==> src/rtl/bcd_counter_n.sv <==
// bcd_counter_n: N-digit BCD counter with prescaler, up/down, load and seven-segment decode
// Ports: clkin/rst (async, active-high) | en, up, load, load_val (BCD, digit0 in [3:0])
//        bcd (BCD value), seg ({g..a} per digit), wrap (1-cycle), load_err (1-cycle)
module bcd_counter_n #(
   parameter int DIGITS = 2,
   parameter int MAX    = 99,
   parameter int DIV    = 4
) (
   input  logic                  clkin,
   input  logic                  rst,
   input  logic                  en,
   input  logic                  up,
   input  logic                  load,
   input  logic [4*DIGITS-1:0]   load_val,
   output logic [4*DIGITS-1:0]   bcd,
   output logic [7*DIGITS-1:0]   seg,
   output logic                  wrap,
   output logic                  load_err
);
   // decimal MAX converted to BCD by repeated subtraction at elaboration
   function automatic logic [4*DIGITS-1:0] to_bcd(input int v);
      logic [4*DIGITS-1:0] b;
      int r;
      int p;
      b = '0;
      r = v;
      for (int i = DIGITS - 1; i >= 0; i--) begin
         p = 10 ** i;
         while (r >= p) begin
            r = r - p;
            b[4*i+:4] = b[4*i+:4] + 4'd1;
         end
      end
      return b;
   endfunction
   localparam int PW = DIV > 1 ? $clog2(DIV) : 1;
   localparam logic [PW-1:0] PS_TOP = PW'(DIV - 1);
   localparam logic [4*DIGITS-1:0] MAX_BCD = to_bcd(MAX);
   localparam logic [6:0] SEG_LUT [16] = '{
      7'h3F, 7'h06, 7'h5B, 7'h4F, 7'h66, 7'h6D, 7'h7D, 7'h07,
      7'h7F, 7'h6F, 7'h00, 7'h00, 7'h00, 7'h00, 7'h00, 7'h00};
   logic [PW-1:0]       r_ps;
   logic [4*DIGITS-1:0] r_bcd;
   logic                r_wrap;
   logic                r_err;
   logic [4*DIGITS-1:0] w_inc;
   logic [4*DIGITS-1:0] w_dec;
   logic [DIGITS-1:0]   w_c;
   logic [DIGITS:0]     w_b;
   logic [DIGITS-1:0]   w_nib_ok;
   logic                w_tick;
   logic                w_load_ok;
   logic                w_at_max;
   assign w_c[0] = 1'b1;
   assign w_b[0] = 1'b1;
   // per-digit ripple: a digit moves only when every lower digit rolls over
   for (genvar d = 0; d < DIGITS; d++) begin : g_dig
      logic [3:0] w_q;
      assign w_q = r_bcd[4*d+:4];
      assign w_inc[4*d+:4] = !w_c[d] ? w_q : w_q == 4'd9 ? 4'd0 : w_q + 4'd1;
      assign w_dec[4*d+:4] = !w_b[d] ? w_q : w_q == 4'd0 ? 4'd9 : w_q - 4'd1;
      assign w_b[d+1] = w_b[d] & (w_q == 4'd0);
      assign w_nib_ok[d] = load_val[4*d+:4] <= 4'd9;
      assign seg[7*d+:7] = SEG_LUT[w_q];
      if (d < DIGITS - 1) begin : g_c
         assign w_c[d+1] = w_c[d] & (w_q == 4'd9);
      end
   end
   assign w_tick    = en && r_ps == PS_TOP;
   assign w_at_max  = r_bcd == MAX_BCD;
   // with all nibbles <= 9, binary compare of BCD words matches decimal order
   assign w_load_ok = &w_nib_ok && load_val <= MAX_BCD;
   assign bcd       = r_bcd;
   assign wrap      = r_wrap;
   assign load_err  = r_err;
   always_ff @(posedge clkin or posedge rst) begin
      if (rst) begin
         r_bcd  <= '0;
         r_ps   <= '0;
         r_wrap <= 1'b0;
         r_err  <= 1'b0;
      end else begin
         r_wrap <= 1'b0;
         r_err  <= 1'b0;
         if (load) begin
            if (w_load_ok) begin
               r_bcd <= load_val;
               r_ps  <= '0;
            end else r_err <= 1'b1;
         end else if (w_tick) begin
            r_ps   <= '0;
            r_bcd  <= up ? (w_at_max ? '0 : w_inc) : (w_b[DIGITS] ? MAX_BCD : w_dec);
            r_wrap <= up ? w_at_max : w_b[DIGITS];
         end else if (en) r_ps <= r_ps + 1'b1;
      end
   end
endmodule

==> config.mk <==
export PLATFORM = sky130hd
export DESIGN_NAME = bcd_counter_n
export DESIGN_NICKNAME = d
export VERILOG_FILES = /design/src/rtl/bcd_counter_n.sv
export SDC_FILE = /design/constraint.sdc
export NUM_CORES = 1
export LEC_CHECK = 0
export CAP_MARGIN = 20
export CORE_MARGIN = 1
export CORE_UTILIZATION = 54
export CTS_BUF_LIST = sky130_fd_sc_hd__clkbuf_8
export DETAILED_ROUTE_END_ITERATION = 8
export PLACE_DENSITY = 0.89
export SLEW_MARGIN = 40
export SYNTH_ARGS = -nofsm -noshare
export SYNTH_HDL_FRONTEND = slang
export SYNTH_SLANG_ARGS = --single-unit
==> constraint.sdc <==
create_clock -name clkin -period 4.6 [get_ports clkin]
set_input_delay 0.46 -clock clkin [delete_from_list [all_inputs] [get_ports clkin]]
set_output_delay 0.46 -clock clkin [all_outputs]
set_load 0.02 [all_outputs]
# Yosys cells after proc, flatten, opt, wreduce, memory -nomap -nowiden
# Memory sizes are Yosys's and may differ from the RTL's.
# Cells that the tools add are included.
dict set report totals {
  register_bits 12
  rom_bits 224
  input_bits 13
  out_inout_bits 24
  word_cells 62
  mem_count 2
}
dict set report op_classes {
  add_sub_neg 5
  order_cmp 5
  n_eq_ne 6
  mux 25
  bitwise_logic 3
  reduce_logical 11
}
# name depth width rd rd_clocked_by_memory_dff write_ports line
set mem_list {}
lappend mem_list {{(name not given)} 16 7 1 0 0 64} ;# assign seg[7*d+:7] = SEG_LUT[w_q];
lappend mem_list {{(name not given)} 16 7 1 0 0 64}
# cell n
set op_table {}
lappend op_table {{8-bit two-way mux} 6}
lappend op_table {{7-bit two-way mux} 4}
lappend op_table {{4-bit two-way mux} 6}
lappend op_table {{5-bit greater-or-equal comparator, second input constant} 2}
lappend op_table {{4-bit NOT with 5-bit output} 2}
lappend op_table {{4-bit by 1-bit adder with 4-bit output, second input constant} 2}
lappend op_table {{4-bit == test, second input constant} 2}
lappend op_table {{8-bit == test, second input constant} 1}
lappend op_table {{4-bit <= comparator, second input constant} 2}
lappend op_table {{8-bit <= comparator, second input constant} 1}
lappend op_table {{4-bit logical NOT} 2}
lappend op_table {{2-bit two-way mux} 4}
lappend op_table {{4-bit by 1-bit subtractor with 4-bit output, second input constant} 2}
lappend op_table {{2-bit AND reduction} 3}
lappend op_table {{1-bit two-way mux} 5}
lappend op_table {{4-bit by 1-bit inequality test with 1-bit output, second input constant} 1}
lappend op_table {{4-bit AND reduction} 1}
lappend op_table {{4-bit nonzero test} 1}
lappend op_table {{3-bit nonzero test} 1}
lappend op_table {{2-bit by 1-bit adder with 2-bit output, second input constant} 1}
lappend op_table {{2-bit == test, second input constant} 1}
lappend op_table {{1-bit logical AND} 2}
lappend op_table {{2-bit by 1-bit inequality test with 1-bit output, second input constant} 1}
lappend op_table {{2-bit nonzero test} 1}
lappend op_table {{1-bit AND} 1}

# Longest topological paths before layout
dict set report logic_depth {
  depth_word 7
  ltp_mapped 7
  mapped_depth_nobuf 6
}

# Worst setup path before layout
# Ideal clock, no wire load.
dict set report synth_path {
  kind {reg-to-reg}
  startpoint {register r_bcd[1] (netlist: bcd[1])}
  endpoint {register r_bcd[7] (netlist: bcd[7])}
  arrival_time_ns 2.151
  t_required_ns 4.475
  slack_ns 2.324
  path_stages_with_launch 8
  n_path_buf 1
  period_less_slack_ns 2.276
  path_cell_list {dfrtp_1 -> clkbuf_1 -> inv_1 -> ha_1 -> or3b_1 -> a211oi_2 -> or2_4 -> mux2_4}
}
dict set report synth_between {
  elab_chain_cells 6
}
# element line
set synth_rtl {}
lappend synth_rtl {{from (decl)} 43} ;# logic [4*DIGITS-1:0] r_bcd;
lappend synth_rtl {{from (signal assigned)} 87} ;# r_bcd <= load_val;
lappend synth_rtl {{from (signal assigned)} 92} ;# r_bcd <= up ? (w_at_max ? '0 : w_inc) : (w_b[DIGITS] ? MAX_BCD : w_dec);
lappend synth_rtl {{4-bit logical NOT} 62} ;# assign w_b[d+1] = w_b[d] & (w_q == 4'd0);
lappend synth_rtl {{1-bit AND} 62}
lappend synth_rtl {{8-bit two-way mux (2 in a row)} 92}
lappend synth_rtl {{8-bit two-way mux} 90} ;# end else if (w_tick) begin
lappend synth_rtl {{8-bit two-way mux} 85} ;# if (load) begin
# Parallel ways exist; a longest one is shown, timed or not. The select of a mux whose other input is x is not followed.
# A chain may end at the register's enable or synchronous reset.

# Final worst setup path
dict set report layout_path {
  startpoint {register r_bcd[5] (netlist: bcd[5])}
  endpoint {output port seg[11]}
}
dict set report layout_between {
  elab_chain_cells 4
}
# element line
set layout_rtl {}
lappend layout_rtl {{4-bit NOT with 5-bit output (implied by the code)} 64}
lappend layout_rtl {{memory 16 x 7 bit} -}
lappend layout_rtl {{7-bit two-way mux (implied by the code) (2 in a row)} 64}
lappend layout_rtl {{to (decl)} 16} ;# output logic [7*DIGITS-1:0] seg,
# Every way passes these cells. The select of a mux whose other input is x is not followed.

==> out/results.tsv <==
metric	value	unit
outcome	completed	
multiInputGateArea	948	µm²
cts_repair_resize_count	0	
coreArea	2280	µm²
syn_area	1330	µm²
grt_pass1_wl	5720	µm
setup_viol_count_final	0	
cp.required	4140	ps
postCtsHoldBufs	0	
clockRootBuffer	clkbuf_8	
synth_area_per_cell	7.89	µm²
syn_nets	198	
ff_latch_area	300	µm²
first_iter_violations	69	
clockBufferDepth	2	
synth-seq-cells	12	
start_util	58.6	%
grt_max_degree	26	
grt_pass1_vias	1258	
finalCritPeriodShare	59.7	%
reg2reg_depth	6	
cts_tree	yes	
path_clk_slew	50	ps
syn_inst	169	
r2r-start	bcd[1]$_DFFE_PP0P_	
holdCritPathClass	in2async	
finalMaxSlewViolations	0	
overflow	0	
min_period	2740	ps
drv_cap	0	
antenna_found_initial	0	
numCtsBuffers	3	
drive_gt1_share	5.03	%
crit_type	reg2out	
end_kind	output port	
synth.top_cells.by_area	dfrtp_1 23%, ha_1 15%, o21ai_0 7.1%	
cp-start-kind	flop	
max_freq	364	MHz
tns	0	ps
via_count	1375	
synth_edf_count	0	
synthArstFlopShare	100	%
crit_fanout	13	
drtAntennaViolNets	0	
leakagePower	0.739	nW
r2r_slack	2260	ps
hold_violations	0	
crit_arrival	2280	ps
numPortBuffers	36	
cts-htree-levels	1	
synth.top_cell.area_share	22.5	%
rows	17	
powerDensity	590	nW/µm²
reg2reg_to	bcd[7]$_DFFE_PP0P_	
totalWireLength	3380	µm
ioPinCount	37	
synth_common_cells	19 x o21ai_0, 17 x nand2_1, 16 x ha_1	
drcViolationCount	0	
synth_area_leader_cell	dfrtp_1	
dp_hpwl	2570	µm
max-vdd-ir-drop	0.546	mV
postCtsSetupBuffers	0	
slew_headroom	49.9	%
drtPass1Iterations	4	
yosys_warnings	0	
die-area	2670	µm²
grt.total_usage	28.2	%
synthToLayoutAreaGrowth	30.5	%
antenna_cells_inserted	0	
synth_cell_type_count	48	
dieWidth	51.7	µm
vias_per_cell	6.06	
final_nets	229	
gp_congestion	0.930	
fin_skew	0.246	ps
whs	518	ps
yosysMostFrequentCell	o21ai_0	
die_y	51.7	µm
tightest_slew	749	ps
fillers	179	
wl_per_cell	14.9	µm
clock_latency	240	ps
synth_ff_type	dfrtp_1	
ys_seq_area_share	22.5	%
rsz0062_at_grt	false	
clock_sinks	12	
## state kept, by name, indices dropped and copies added, names as in the netlist
signal and count:
bcd 8, load_err 1, r_ps 2, wrap 1
## cells by family after synthesis
kind of cell / count (synthesis) / synth area share, %
AND/OR/NAND/NOR: 57 / 23.9
AO/OA/AOI/OAI: 55 / 26.1
flip-flops: 12 / 22.5
adder cells (fa/ha/maj): 16 / 15.0
buffers and inverters: 21 / 6.38
multiplexers: 4 / 3.47
XOR/XNOR: 4 / 2.63
## critical path, stage by stage, from the launching register on
cell,delay [ps]
dfrtp_1,530
inv_1,200
ha_1,320
ha_1,200
nand2_1,50
o21ai_0,110
clkdlybuf4s50_1,630
## area by class of cell
type | count | area share (%)
sequential | 12 | 17.3
clock buffer | 4 | 3.16
multi-input combinational | 136 | 54.5
inverter | 11 | 2.37
timing repair buffer | 36 | 20.7
tap | 28 | 2.01
## metrics by stage
stage	instances	power [mW]	instance area, µm²	worst slack [ps]	util, %
final	227	1.03	1740	1860	76.5
after global routing	227	1.10	1740	1720	76.5
after CTS	227	1.03	1740	1880	76.5
after detailed placement	223	0.913	1690	2020	74.1
after global placement	223	0.892	1690	2110	74.1
after floorplan	169	0.633	1330	2320	-
## how the worst max path moves through the flow
stage | from | to | slack (ps) | cells past startpoint
after global placement | load | bcd[1]$_DFFE_PP0P_ | 2110 | 4
after global routing | bcd[5]$_DFFE_PP0P_ | seg[11] | 1720 | 6
final | bcd[5]$_DFFE_PP0P_ | seg[11] | 1860 | 6
after floorplan | bcd[1]$_DFFE_PP0P_ | bcd[7]$_DFFE_PP0P_ | 2320 | 7
after detailed placement | load | bcd[1]$_DFFE_PP0P_ | 2020 | 4
after CTS | bcd[5]$_DFFE_PP0P_ | seg[11] | 1880 | 6
## layout by cell type (no fill, tap or decap), drive strengths merged, types with 2 or more instances in the layout
cell	count
or3b	3
nor3b	2
nand4	2
inv	11
xnor2	3
a21o	2
a211oi	2
ha	16
o21ai	19
nor2	7
mux2i	2
o41ai	2
mux2	2
and3b	3
nor3	2
nand2	17
nand2b	4
dfrtp	12
o211ai	2
clkbuf	4
nor2b	2
nand3b	4
nand3	5
clkdlybuf4s50	36
o22ai	5
o21bai	2
a21oi	11
## where the power goes
part	leakage, nW	switching (mW)	internal (mW)
combinational	0.563	0.359	0.330
clock	0.0288	0.0370	0.0754
sequential	0.147	0.0927	0.133
## metal layers
metal	global-route usage (%)	share of wire, %	routed length [µm]
met2	45.0	48	1620
met4	10.4	1.4	46
met3	2.63	5.5	187
met5	0	0	0
met1	39.4	45	1530
(Power assumes the default switching activity.)
